$ cat config.mk
export PLATFORM = sky130hd
export DESIGN_NAME = shift_toggle_bank
export DESIGN_NICKNAME = d
export VERILOG_FILES = /design/src/rtl/shift_toggle_pkg.sv /design/src/rtl/shift_toggle_bank_tick_prescaler.sv /design/src/rtl/shift_toggle_bank.sv
export SDC_FILE = /design/constraint.sdc
export NUM_CORES = 1
export LEC_CHECK = 0
export BUFFER_PORTS_ARGS = -buffer_cell sky130_fd_sc_hd__buf_2
export CORE_AREA = 2 2 56 58
export DETAILED_ROUTE_END_ITERATION = 7
export DIE_AREA = 0 0 58 60
export SETUP_SLACK_MARGIN = 0.1
export SKIP_LAST_GASP = 1
export SLEW_MARGIN = 20
export SYNTH_ARGS = -nofsm -noshare
export SYNTH_HDL_FRONTEND = slang
export SYNTH_HIERARCHICAL = 1
export SYNTH_SLANG_ARGS = --single-unit
$ cat constraint.sdc
create_clock -name clk -period 3.15 [get_ports clk]
set_clock_uncertainty 0.05 [all_clocks]
set_input_delay 0.315 -clock clk [delete_from_list [all_inputs] [get_ports clk]]
set_output_delay 0.315 -clock clk [all_outputs]
set_load 0.03 [all_outputs]
$ cat src/rtl/shift_toggle_pkg.sv
// Shared definitions for the shift/toggle register bank.
// Mode encodings for the operation select and the bounce direction codes.
// Optional build macro: SHIFT_CARRY_EN (adds the registered carry output).
package shift_toggle_pkg;

    // Operation select encodings (3-bit)
    localparam logic [2:0] MODE_HOLD   = 3'd0;
    localparam logic [2:0] MODE_SHL    = 3'd1;
    localparam logic [2:0] MODE_SHR    = 3'd2;
    localparam logic [2:0] MODE_ROL    = 3'd3;
    localparam logic [2:0] MODE_ROR    = 3'd4;
    localparam logic [2:0] MODE_BOUNCE = 3'd5;
    localparam logic [2:0] MODE_TOGGLE = 3'd6;
    localparam logic [2:0] MODE_LOAD   = 3'd7;

    // Bounce direction: LEFT moves toward the MSB, RIGHT toward the LSB
    localparam logic DIR_LEFT  = 1'b0;
    localparam logic DIR_RIGHT = 1'b1;

endpackage : shift_toggle_pkg

$ cat src/rtl/shift_toggle_bank_tick_prescaler.sv
// Clock-enable prescaler: produces a one-clock step strobe every DIV
// enabled clocks. The count freezes while en is low so a paused pattern
// resumes with the same phase. DIV=1 gives step == en.
module tick_prescaler
    import shift_toggle_pkg::*;
#(
    parameter int DIV = 4
) (
    input  logic clk,
    input  logic reset,
    input  logic en,
    output logic step
);

    localparam int CNT_W = (DIV > 1) ? $clog2(DIV) : 1;
    localparam logic [CNT_W-1:0] CNT_LAST = CNT_W'(DIV - 1);
    localparam logic [CNT_W-1:0] CNT_ONE  = CNT_W'(1);
    localparam logic [CNT_W-1:0] CNT_ZERO = CNT_W'(0);

    logic [CNT_W-1:0] cnt_r;
    logic [CNT_W-1:0] cnt_nxt_s;
    logic             at_last_s;

    assign at_last_s = (cnt_r == CNT_LAST);
    assign step      = en & at_last_s;

    // Next count: advance while enabled, wrap at DIV-1, otherwise hold
    always_comb begin
        cnt_nxt_s = cnt_r;
        if (en) begin
            if (at_last_s) begin
                cnt_nxt_s = CNT_ZERO;
            end else begin
                cnt_nxt_s = cnt_r + CNT_ONE;
            end
        end else begin
            cnt_nxt_s = cnt_r;
        end
    end

    // Count register with asynchronous reset
    always_ff @(posedge clk or posedge reset) begin
        if (reset) begin
            cnt_r <= CNT_ZERO;
        end else begin
            cnt_r <= cnt_nxt_s;
        end
    end

endmodule : tick_prescaler

$ cat src/rtl/shift_toggle_bank.sv
// WIDTH-bit LED pattern register: hold, shift, rotate, bounce, masked
// toggle and parallel load, paced by an internal step prescaler.
// LOAD acts on every clock; all other modes act only on step edges.
// Optional build macro: SHIFT_CARRY_EN adds a registered carry output that
// captures the bit shifted/rotated out of q on SHL/SHR/ROL/ROR steps.
module shift_toggle_bank
    import shift_toggle_pkg::*;
#(
    parameter int WIDTH = 8,
    parameter int DIV   = 4
) (
    input  logic             clk,
    input  logic             reset,
    input  logic             en,
    input  logic [2:0]       mode,
    input  logic [WIDTH-1:0] load_val,
    input  logic             ser_in,
    input  logic [WIDTH-1:0] t_mask,
    output logic [WIDTH-1:0] q,
    output logic             dir,
    output logic             step
`ifdef SHIFT_CARRY_EN
    ,
    output logic             carry
`endif
);

    localparam logic [WIDTH-1:0] Q_ZERO = {WIDTH{1'b0}};
    localparam logic [WIDTH-1:0] Q_ONE  = {{(WIDTH-1){1'b0}}, 1'b1};

    logic [WIDTH-1:0] q_r;
    logic [WIDTH-1:0] q_nxt_s;
    logic             dir_r;
    logic             dir_nxt_s;
    logic             step_s;

    tick_prescaler #(
        .DIV (DIV)
    ) u_tick_prescaler (
        .clk   (clk),
        .reset (reset),
        .en    (en),
        .step  (step_s)
    );

    assign step = step_s;
    assign q    = q_r;
    assign dir  = dir_r;

    // Next pattern and bounce direction; LOAD overrides the step gate
    always_comb begin
        q_nxt_s   = q_r;
        dir_nxt_s = dir_r;
        if (mode == MODE_LOAD) begin
            q_nxt_s   = load_val;
            dir_nxt_s = DIR_LEFT;
        end else if (step_s) begin
            case (mode)
                MODE_HOLD: begin
                    q_nxt_s   = q_r;
                    dir_nxt_s = dir_r;
                end
                MODE_SHL: begin
                    q_nxt_s = {q_r[WIDTH-2:0], ser_in};
                end
                MODE_SHR: begin
                    q_nxt_s = {ser_in, q_r[WIDTH-1:1]};
                end
                MODE_ROL: begin
                    q_nxt_s = {q_r[WIDTH-2:0], q_r[WIDTH-1]};
                end
                MODE_ROR: begin
                    q_nxt_s = {q_r[0], q_r[WIDTH-1:1]};
                end
                MODE_BOUNCE: begin
                    // Empty register self-starts at bit 0; ends detected on MSB/LSB only
                    if (q_r == Q_ZERO) begin
                        q_nxt_s   = Q_ONE;
                        dir_nxt_s = DIR_LEFT;
                    end else if ((dir_r == DIR_LEFT) && q_r[WIDTH-1]) begin
                        q_nxt_s   = q_r >> 1;
                        dir_nxt_s = DIR_RIGHT;
                    end else if (dir_r == DIR_LEFT) begin
                        q_nxt_s   = q_r << 1;
                        dir_nxt_s = DIR_LEFT;
                    end else if (q_r[0]) begin
                        q_nxt_s   = q_r << 1;
                        dir_nxt_s = DIR_LEFT;
                    end else begin
                        q_nxt_s   = q_r >> 1;
                        dir_nxt_s = DIR_RIGHT;
                    end
                end
                MODE_TOGGLE: begin
                    q_nxt_s = q_r ^ t_mask;
                end
                default: begin
                    q_nxt_s   = q_r;
                    dir_nxt_s = dir_r;
                end
            endcase
        end else begin
            q_nxt_s   = q_r;
            dir_nxt_s = dir_r;
        end
    end

    // Pattern and direction registers with asynchronous reset
    always_ff @(posedge clk or posedge reset) begin
        if (reset) begin
            q_r   <= Q_ZERO;
            dir_r <= DIR_LEFT;
        end else begin
            q_r   <= q_nxt_s;
            dir_r <= dir_nxt_s;
        end
    end

`ifdef SHIFT_CARRY_EN
    logic carry_r;
    logic carry_nxt_s;

    assign carry = carry_r;

    // Carry captures the bit leaving q on shift/rotate steps, else holds
    always_comb begin
        carry_nxt_s = carry_r;
        if ((mode != MODE_LOAD) && step_s) begin
            case (mode)
                MODE_SHL: carry_nxt_s = q_r[WIDTH-1];
                MODE_ROL: carry_nxt_s = q_r[WIDTH-1];
                MODE_SHR: carry_nxt_s = q_r[0];
                MODE_ROR: carry_nxt_s = q_r[0];
                default:  carry_nxt_s = carry_r;
            endcase
        end else begin
            carry_nxt_s = carry_r;
        end
    end

    // Carry register with asynchronous reset
    always_ff @(posedge clk or posedge reset) begin
        if (reset) begin
            carry_r <= 1'b0;
        end else begin
            carry_r <= carry_nxt_s;
        end
    end
`endif

endmodule : shift_toggle_bank

==> results.toml, run 1 <==
[status]
outcome = "complete, no violations"

[timing]
worst_slew_pin_slew_ns = 0.467
final_count_of_hold_timing_violations = 0
relSlewSlack_pct = 68.8
final_period_utilization_pct = 59.2
finalSetupViolCount = 0
grt_setup_unrepaired = "no"
timing.fmax_ghz = 0.536
final.setup.tns_ns = 0
hold-worst-slack_ns = 0.230
slew_viol_final = 0
fin_crit_ns = 1.86

[logic_synthesis]
synth.net_count = 168
synth_seq_area_share_pct = 25.0
synth_edf_count = 0
asyncSetResetFlopFracSynth_pct = 100
synth_seq_cells = 11
syn_inst = 144
synth_warnings = 6
post_synth.cell_area_avg_um2 = 7.64
synth_flop_type = "dfrtp_1"
netlist-cell-type-count = 51
total_standard_cell_area_after_synthesis_mm2 = 0.00110

[route]
drt-total-wl_um = 3220
routed-via-count = 1228
post-route-drc-count = 0
detail_route.vias_per_cell = 6.02
drt-initial-drc-count = 58
route.detailed.wl_per_inst_um = 15.8
antenna_left = 0
drt_pass1_iterations = 4

[cells_and_area]
design_area_mm2 = 0.00129
synthToLayoutAreaGrowth_pct = 17.0
finalNonFillerCells = 204
diodes = 0
drive_gt1_share_pct = 26.3
num-nets-final = 196

[pwr]
seqPwrFrac_pct = 34.4
power_frac_clock_pct = 10.3
netSwitchingPower_w = 0.000512
internal_power_w = 0.000490
power.density_cell_area_mw_per_mm2 = 779
leakagePower_nw = 0.576
p_sw_share_pct = 51.1
combPwrFrac_pct = 55.3
worst_vdd_rail_ir_drop_mv = 0.452

[critical_path]
critical_path.startpoint_type = "flip-flop"
required_arrival_time_at_the_worst_endpoint_ns = 3.27
arrival_time_at_the_worst_endpoint_ns = 1.98
path_max_fanout = 9
setup.worst_path.class = "flip-flop to flip-flop"
crit_path_end_kind = "flip-flop"

[floorplan]
ios = 33
die_extent_in_x_um = 58
die_area_mm2 = 0.00348
die_h_um = 60
floorplan.core_area_mm2 = 0.00290
site_rows = 20
initial_core_util_pct = 37.9

[grt]
first_global_vias = 1139
grt_pass1_wl_um = 5420
gr-total-overflow = 0
grt_antenna_before_repair = 0
grtUsageTotal_pct = 20.2
grt_start_max_net_pins = 28

[placement]
gp_routability_congestion = 0.866
placedInstanceArea_mm2 = 0.00125
portBuffers = 32
numPlacedInstances = 199
dp_hpwl_um = 2290

[cts]
cts_post_setup_buffers_inserted = 0
maximum_buffer_depth_of_the_clock_tree = 2
cts_htree_levels = 1
tritoncts = "done"
cts_inserted_buffers = 3
cts_resized = 0
clk_pin_slew_ns = 0.08
cts_num_sinks = 11
insertion_delay_ns = 0.28
clockRootBuffer = "clkbuf_4"

[min_path]
min-delay-path-class = "input pin to flip-flop"

[flow_run]
max-cap-violations = 0
## cell usage after synthesis (3+ instances only)
master,number,area share [%]
nor2_1,9,3.1
dfrtp_1,11,25
xnor2_1,6,4.8
a31oi_1,7,4.0
nor2b_1,4,2.3
a21oi_1,10,4.6
nand2_1,16,5.5
a21o_1,4,2.7
buf_2,8,3.6
inv_1,4,1.4
o2111ai_1,3,2.4
o21ai_0,12,5.5
## routing by layer
metal	track usage [%]	wire, um	vias to the layer above
li1	-	-	600
met1	27.5	1430	572
met2	30.5	1510	49
met3	3.90	215	7
met4	9.97	68	0
met5	0	0	-
## cell type report
class,instances,area [um2]
well taps,33,41.3
fillers,318,1620
inverters,5,18.8
multi-input cells,118,754
repair buffers,33,170
clock buffers,4,26.3
flip-flops and latches,11,275
## stage by stage
stage | utilization (%) | total power, W | setup slack, ns
6_report | 44.3 | 0.00100 | 1.29
5_1_grt | 44.3 | 0.00108 | 1.18
4_1_cts | 44.3 | 0.00100 | 1.29
3_5_place_dp | 43.1 | 0.000899 | 1.31
3_3_place_gp | 43.1 | 0.000886 | 1.37
2_1_floorplan | - | 0.000749 | 1.41
## cells in the final DEF, fill, tap and decap left out, types with 2 or more instances in the layout
master	instances
o21ai_0	12
nand3_1	2
a31oi_1	7
o21ai_1	2
nor4_1	2
nand2_1	16
nor2b_1	4
nand2b_1	2
buf_2	32
nor2_1	9
dfrtp_1	11
a22oi_1	2
o22ai_1	2
o31ai_1	2
o2111ai_1	3
mux2i_1	2
inv_1	4
a311oi_1	2
a21o_1	4
xnor2_1	6
o211ai_1	2
a21oi_1	10
clkbuf_4	3
a211oi_1	2
## critical path, stage by stage (launching register included)
cell and delay (ns):
dfrtp_1 0.40, ha_1 0.21, and2_2 0.24, a21oi_1 0.21
o21a_1 0.37, nor3_1 0.11, a21oi_1 0.12, nand2_1 0.06
## state kept, by name, summed over array words and instances, names as in the netlist
name	flops
dir	1
u_tick_prescaler/cnt_r	2
q	8
## logic make-up after synthesis
group                      count (synthesis)  share of synthesized area (%)
DFF                                       11                           25.0
buffers and inverters                     15                           6.37
and+or+nand+nor                           46                           21.2
adders and majority gates                  1                           1.14
muxes                                      3                           3.19
xor gates and xnor gates                   7                           5.57
AOI/OAI and AO/OA                         61                           37.5
## power by group through the flow
stage	Sequential, W	Combinational (W)	Clock [W]
6_report	0.000345	0.000554	0.000103
5_1_grt	0.000362	0.000610	0.000113
4_1_cts	0.000344	0.000557	0.000104
3_5_place_dp	0.000347	0.000552	0
3_3_place_gp	0.000342	0.000544	0
2_1_floorplan	0.000383	0.000366	0
## path summary, 6_finish.rpt
path	end	slack [ns]	cells past startpoint	start
setup reg to reg	q[5]	1.29	7	u_tick_prescaler/cnt_r[0]
setup / recovery	q[5]	1.29	7	u_tick_prescaler/cnt_r[0]
hold / removal	u_tick_prescaler/cnt_r[0]	0.23	2	en
min in group asynchronous	u_tick_prescaler/cnt_r[0]	0.39	3	reset
hold reg to reg	u_tick_prescaler/cnt_r[0]	0.44	1	u_tick_prescaler/cnt_r[0]
max in group asynchronous	q[1]	2.22	3	reset
## repair_timing
action,4_1_cts,5_1_grt
endpoints found under the setup margin,0,0
hold endpoints to repair,11,0
hold buffers,1,0
(Power assumes the default switching activity.)
==> run 2, diff against run 1 <==
ABC_AREA = 1   (was default)
CORE_AREA = 2 2 55 57   (was 2 2 56 58)
DIE_AREA = 0 0 57 59   (was 0 0 58 60)
clock period = 1.9 ns   (was 3.15 ns; I/O delays follow)
==> results.toml, run 2 <==
[status]
outcome = "complete, no violations"

[critical_path]
required_arrival_time_at_the_worst_endpoint_ns = 2.02
arrival_time_at_the_worst_endpoint_ns = 1.72
path_max_fanout = 7
crit_path_end_kind = "flip-flop"
critical_path.startpoint_type = "flip-flop"
setup.worst_path.class = "flip-flop to flip-flop"

[grt]
grt_pass1_wl_um = 5040
grt_antenna_before_repair = 0
grtUsageTotal_pct = 19.7
gr-total-overflow = 0
grt_start_max_net_pins = 13
first_global_vias = 1088

[logic_synthesis]
fraction_of_post_synthesis_cell_area_in_the_top_cell_type_by_area_pct = 26.4
synth_seq_area_share_pct = 26.4
synth_flop_type = "dfrtp_1"
syn_inst = 175
synth.net_count = 199
synth_edf_count = 0
total_standard_cell_area_after_synthesis_mm2 = 0.00104
yosys-top-cells-area = "dfrtp_1 26%, nand2_1 18%, nor2_1 9.4%, nand3_1 7.7%, inv_1 7.2%"
yosys.cell_count.top_type = "nand2_1"
netlist-cell-type-count = 24
synth_seq_cells = 11
synth_warnings = 6
synth_top_area_cell = "dfrtp_1"
post_synth.cell_area_avg_um2 = 5.95
post_synth_most_frequent_cells = "51 x nand2_1, 26 x nor2_1, 20 x inv_1"
asyncSetResetFlopFracSynth_pct = 100

[cells_and_area]
drive_gt1_share_pct = 23.7
diodes = 0
mostFrequentLayoutCell = "nand2_1"
synthToLayoutAreaGrowth_pct = 21.8
layout.cells.most_common_list = "51 x nand2_1, 32 x buf_2, 26 x nor2_1, 20 x inv_1, 16 x nand3_1"
largest_register_ff_count = 8
num-nets-final = 236
finalNonFillerCells = 242
fill_cells = 305

[timing]
final_period_utilization_pct = 84.3
timing.fmax_ghz = 0.624
finalSetupViolCount = 0
worst_slew_pin_slew_ns = 0.426
final.setup.tns_ns = 0
relSlewSlack_pct = 71.6
grt_setup_unrepaired = "no"
slew_viol_final = 0
fin_crit_ns = 1.60
final_count_of_hold_timing_violations = 0

[cts]
cts_post_setup_buffers_inserted = 0
insertion_delay_ns = 0.27
cts_inserted_buffers = 3
tritoncts = "done"
clockRootBuffer = "clkbuf_4"
maximum_buffer_depth_of_the_clock_tree = 2
cts_num_sinks = 11
cts_resized = 0
clk_pin_slew_ns = 0.08
cts_htree_levels = 1

[floorplan]
ios = 33
die_area_mm2 = 0.00336
initial_core_util_pct = 38.4
floorplan.core_area_mm2 = 0.00271
die_extent_in_x_um = 57
site_rows = 19
die_h_um = 59

[route]
drt-initial-drc-count = 25
drt-total-wl_um = 3080
route.detailed.wl_per_inst_um = 12.7
post-route-drc-count = 0
detail_route.vias_per_cell = 4.82
drt_pass1_iterations = 4
antenna_left = 0
routed-via-count = 1167

[flow_run]
max-cap-violations = 0

[pwr]
power.density_cell_area_mw_per_mm2 = 1270
worst_vdd_rail_ir_drop_mv = 0.759
total_power_w = 0.00161
leakagePower_nw = 0.719

[placement]
gp_routability_congestion = 0.922
dp_hpwl_um = 2440
numPlacedInstances = 237
portBuffers = 32

[min_path]
min-delay-path-class = "input pin to flip-flop"
[run 2: changes by cell type in the layout (fill, tap and decap cells not counted), moves of 3 or more]
cell       previous run  this run
nand3_1               2        16
a31oi_1               7         0
o2111ai_1             3         0
nor2_1                9        26
inv_1                 4        20
nor2b_1               4         0
inv_2                 1         5
nand2_1              16        51
xnor2_1               6         2
[run 2: layout make-up]
type | instances | area [um2] | share of cell area (%)
inverter | 26 | 100 | 7.90
tap | 31 | 38.8 | 3.06
sequential | 11 | 275 | 21.7
timing repair buffer | 35 | 185 | 14.6
clock buffer | 4 | 26.3 | 2.07
multi-input combinational | 135 | 642 | 50.6
[run 2: worst paths after layout]
| path | start | end | slack (ns) | cells past startpoint |
|---|---|---|---|---|
| min in group asynchronous | reset | u_tick_prescaler/cnt_r[0] | 0.26 | 3 |
| hold / removal | en | u_tick_prescaler/cnt_r[0] | 0.11 | 3 |
| setup reg to reg | q[7] | q[5] | 0.30 | 8 |
| hold reg to reg | u_tick_prescaler/cnt_r[1] | u_tick_prescaler/cnt_r[1] | 0.43 | 2 |
| max in group asynchronous | reset | dir | 1.10 | 3 |
| setup / recovery | q[7] | q[5] | 0.30 | 8 |
[run 2: power breakdown]
part	total (W)	leakage [nW]	internal [W]	switching, W
sequential	0.000504	0.131	0.000343	0.000161
combinational	0.000936	0.572	0.000322	0.000614
clock	0.000172	0.0150	0.0000814	0.0000907
[run 2: kinds of logic (layout without fill, tap and decap cells)]
kind of cell,after synthesis,in the layout,synth area share [%]
simple gates,102,102,42.7
buf+inv,29,65,11.9
compound gates,28,28,14.4
flops,11,11,26.4
xor+xnor,4,4,3.37
fa+ha+maj,1,1,1.20
[run 2: timing repair]
action,in CTS,in global routing
hold buffers,1,0
setup endpoints to repair,0,0
endpoints found under the hold margin,11,0
[run 2: worst max-delay path: stages, from the launching register on]
cell and delay, ns:
dfrtp_1 0.49, o21ai_0 0.34, inv_1 0.10, nand3_1 0.10, nand2_1 0.13, nand2_1 0.09
nand2_1 0.05, nor2_1 0.09, nor2_1 0.05
[run 2: stage by stage]
step	instance area, um2	hold slack, ns	util (%)	setup slack [ns]
2_1_floorplan	1040	-0.119	-	0.420
3_3_place_gp	1230	0.00136	45.4	0.309
3_5_place_dp	1230	0.00570	45.4	0.331
4_1_cts	1270	0.110	46.8	0.303
5_1_grt	1270	0.133	46.8	0.151
6_report	1270	0.113	46.8	0.299
[run 2: per-layer routing]
layer,vias up,track usage (%),routed length (um)
met5,-,0,0
met4,0,5.98,30
met3,4,3.28,137
met2,28,30.2,1340
met1,511,28.3,1580
li1,624,-,-
==> run 3, diff against run 2 <==
clock period = 1.6 ns   (was 1.9 ns; I/O delays follow)
==> results.toml, run 3 (same netlist as run 2, synthesis figures left out) <==
[status]
outcome = "complete, no violations"

[cts]
cts_inserted_buffers = 3
clockRootBuffer = "clkbuf_4"
cts_htree_levels = 1
insertion_delay_ns = 0.28
cts_num_sinks = 11
maximum_buffer_depth_of_the_clock_tree = 2
tritoncts = "done"
clk_pin_slew_ns = 0.08

[pwr]
worst_vdd_rail_ir_drop_mv = 0.830
leakagePower_nw = 0.758
power.density_cell_area_mw_per_mm2 = 1530

[cells_and_area]
mostFrequentLayoutCell = "nand2_1"
drive_gt1_share_pct = 33.6
synthToLayoutAreaGrowth_pct = 32.2
fill_cells = 306
layout.cells.most_common_list = "47 x nand2_1, 32 x buf_2, 25 x nor2_1, 18 x inv_1, 15 x nand3_1"
diodes = 0
num-nets-final = 245
design_area_mm2 = 0.00138
largest_register_ff_count = 8

[route]
routed-via-count = 1277
post-route-drc-count = 0
antenna_left = 0
detail_route.vias_per_cell = 5.09
drt-total-wl_um = 3360
drt-initial-drc-count = 75
drt_pass1_iterations = 4
route.detailed.wl_per_inst_um = 13.4

[critical_path]
setup.worst_path.class = "flip-flop to output pin"
crit_path_end_kind = "output pin"
arrival_time_at_the_worst_endpoint_ns = 1.24
path_max_fanout = 3
critical_path.startpoint_type = "flip-flop"
required_arrival_time_at_the_worst_endpoint_ns = 1.39

[placement]
dp_hpwl_um = 2560
portBuffers = 32
gp_routability_congestion = 0.868
placedInstanceArea_mm2 = 0.00128
dp_worst_setup_slack_ns = 0.0570

[grt]
first_global_vias = 1158
grt_antenna_before_repair = 0
grt_pass1_wl_um = 5340
gr-total-overflow = 0
grt_start_max_net_pins = 13
grtUsageTotal_pct = 20.8

[timing]
final.setup.tns_ns = 0
final_count_of_hold_timing_violations = 0
slew_viol_final = 0
timing.fmax_ghz = 0.690
grt_setup_unrepaired = "yes"
worst_slack_ns = 0.151
worst_slew_pin_slew_ns = 0.439
final_period_utilization_pct = 90.6
finalSetupViolCount = 0
relSlewSlack_pct = 70.6
fin_crit_ns = 1.45

[floorplan]
ios = 33
die_extent_in_x_um = 57
die_h_um = 59
initial_core_util_pct = 38.4
die_area_mm2 = 0.00336
floorplan.core_area_mm2 = 0.00271
site_rows = 19

[min_path]
min-delay-path-class = "input pin to flip-flop"

[flow_run]
max-cap-violations = 0
run 3: area by class of cell:
cell class | instances | area [um2] | area share (%)
Timing Repair Buffer | 44 | 253 | 18.4
Sequential cell | 11 | 278 | 20.2
Inverter | 26 | 103 | 7.45
Multi-Input combinational cell | 135 | 678 | 49.3
Tap cell | 31 | 38.8 | 2.82
Clock buffer | 4 | 26.3 | 1.91
run 3: repair_timing:
| action | in CTS | in global routing |
|---|---|---|
| resized for setup | 1 | 16 |
| hold endpoints to repair | 11 | 0 |
| setup buffers | 0 | 3 |
| setup endpoints to repair | 2 | 8 |
| pin swaps | 0 | 6 |
| cloned | 0 | 0 |
| hold buffers | 1 | 0 |
run 3: per-stage QoR:
step / instances / total power (W) / util, % / hold WS [ns]
2_1_floorplan: 175 / 0.00135 / - / -0.149
3_3_place_gp: 243 / 0.00179 / 47.1 / -0.0302
3_5_place_dp: 243 / 0.00181 / 47.1 / -0.0232
4_1_cts: 248 / 0.00203 / 48.5 / 0.0846
5_1_grt: 251 / 0.00229 / 50.8 / 0.116
6_report: 251 / 0.00211 / 50.8 / 0.0989
run 3: worst max-delay path, stage by stage (launching register included):
cell and delay (ns):
dfrtp_1 0.40, ha_2 0.19, nand2_2 0.05, inv_2 0.04
buf_4 0.12, buf_2 0.17
run 3: worst paths after layout:
path,start,end,slack [ns],cells after the start
max in group asynchronous,reset,q[0],0.82,3
min reg2reg,u_tick_prescaler/cnt_r[1],u_tick_prescaler/cnt_r[1],0.45,2
max,u_tick_prescaler/cnt_r[0],step,0.15,5
max reg2reg,u_tick_prescaler/cnt_r[0],q[3],0.20,10
min in group asynchronous,reset,u_tick_prescaler/cnt_r[0],0.24,3
min,en,u_tick_prescaler/cnt_r[0],0.1,3
run 3: power breakdown:
part	internal (W)	switching [W]	total [W]
clock	0.0000968	0.000111	0.000207
sequential	0.000413	0.000110	0.000523
combinational	0.000509	0.000871	0.00138
total	0.00102	0.00109	0.00211
run 3: routing by layer:
metal / vias up / GRT usage, % / routed length [um]
met5: - / 0 / 0
met4: 0 / 5.98 / 41
met3: 5 / 2.84 / 224
met2: 45 / 33.0 / 1530
met1: 582 / 29.8 / 1570
li1: 645 / - / -
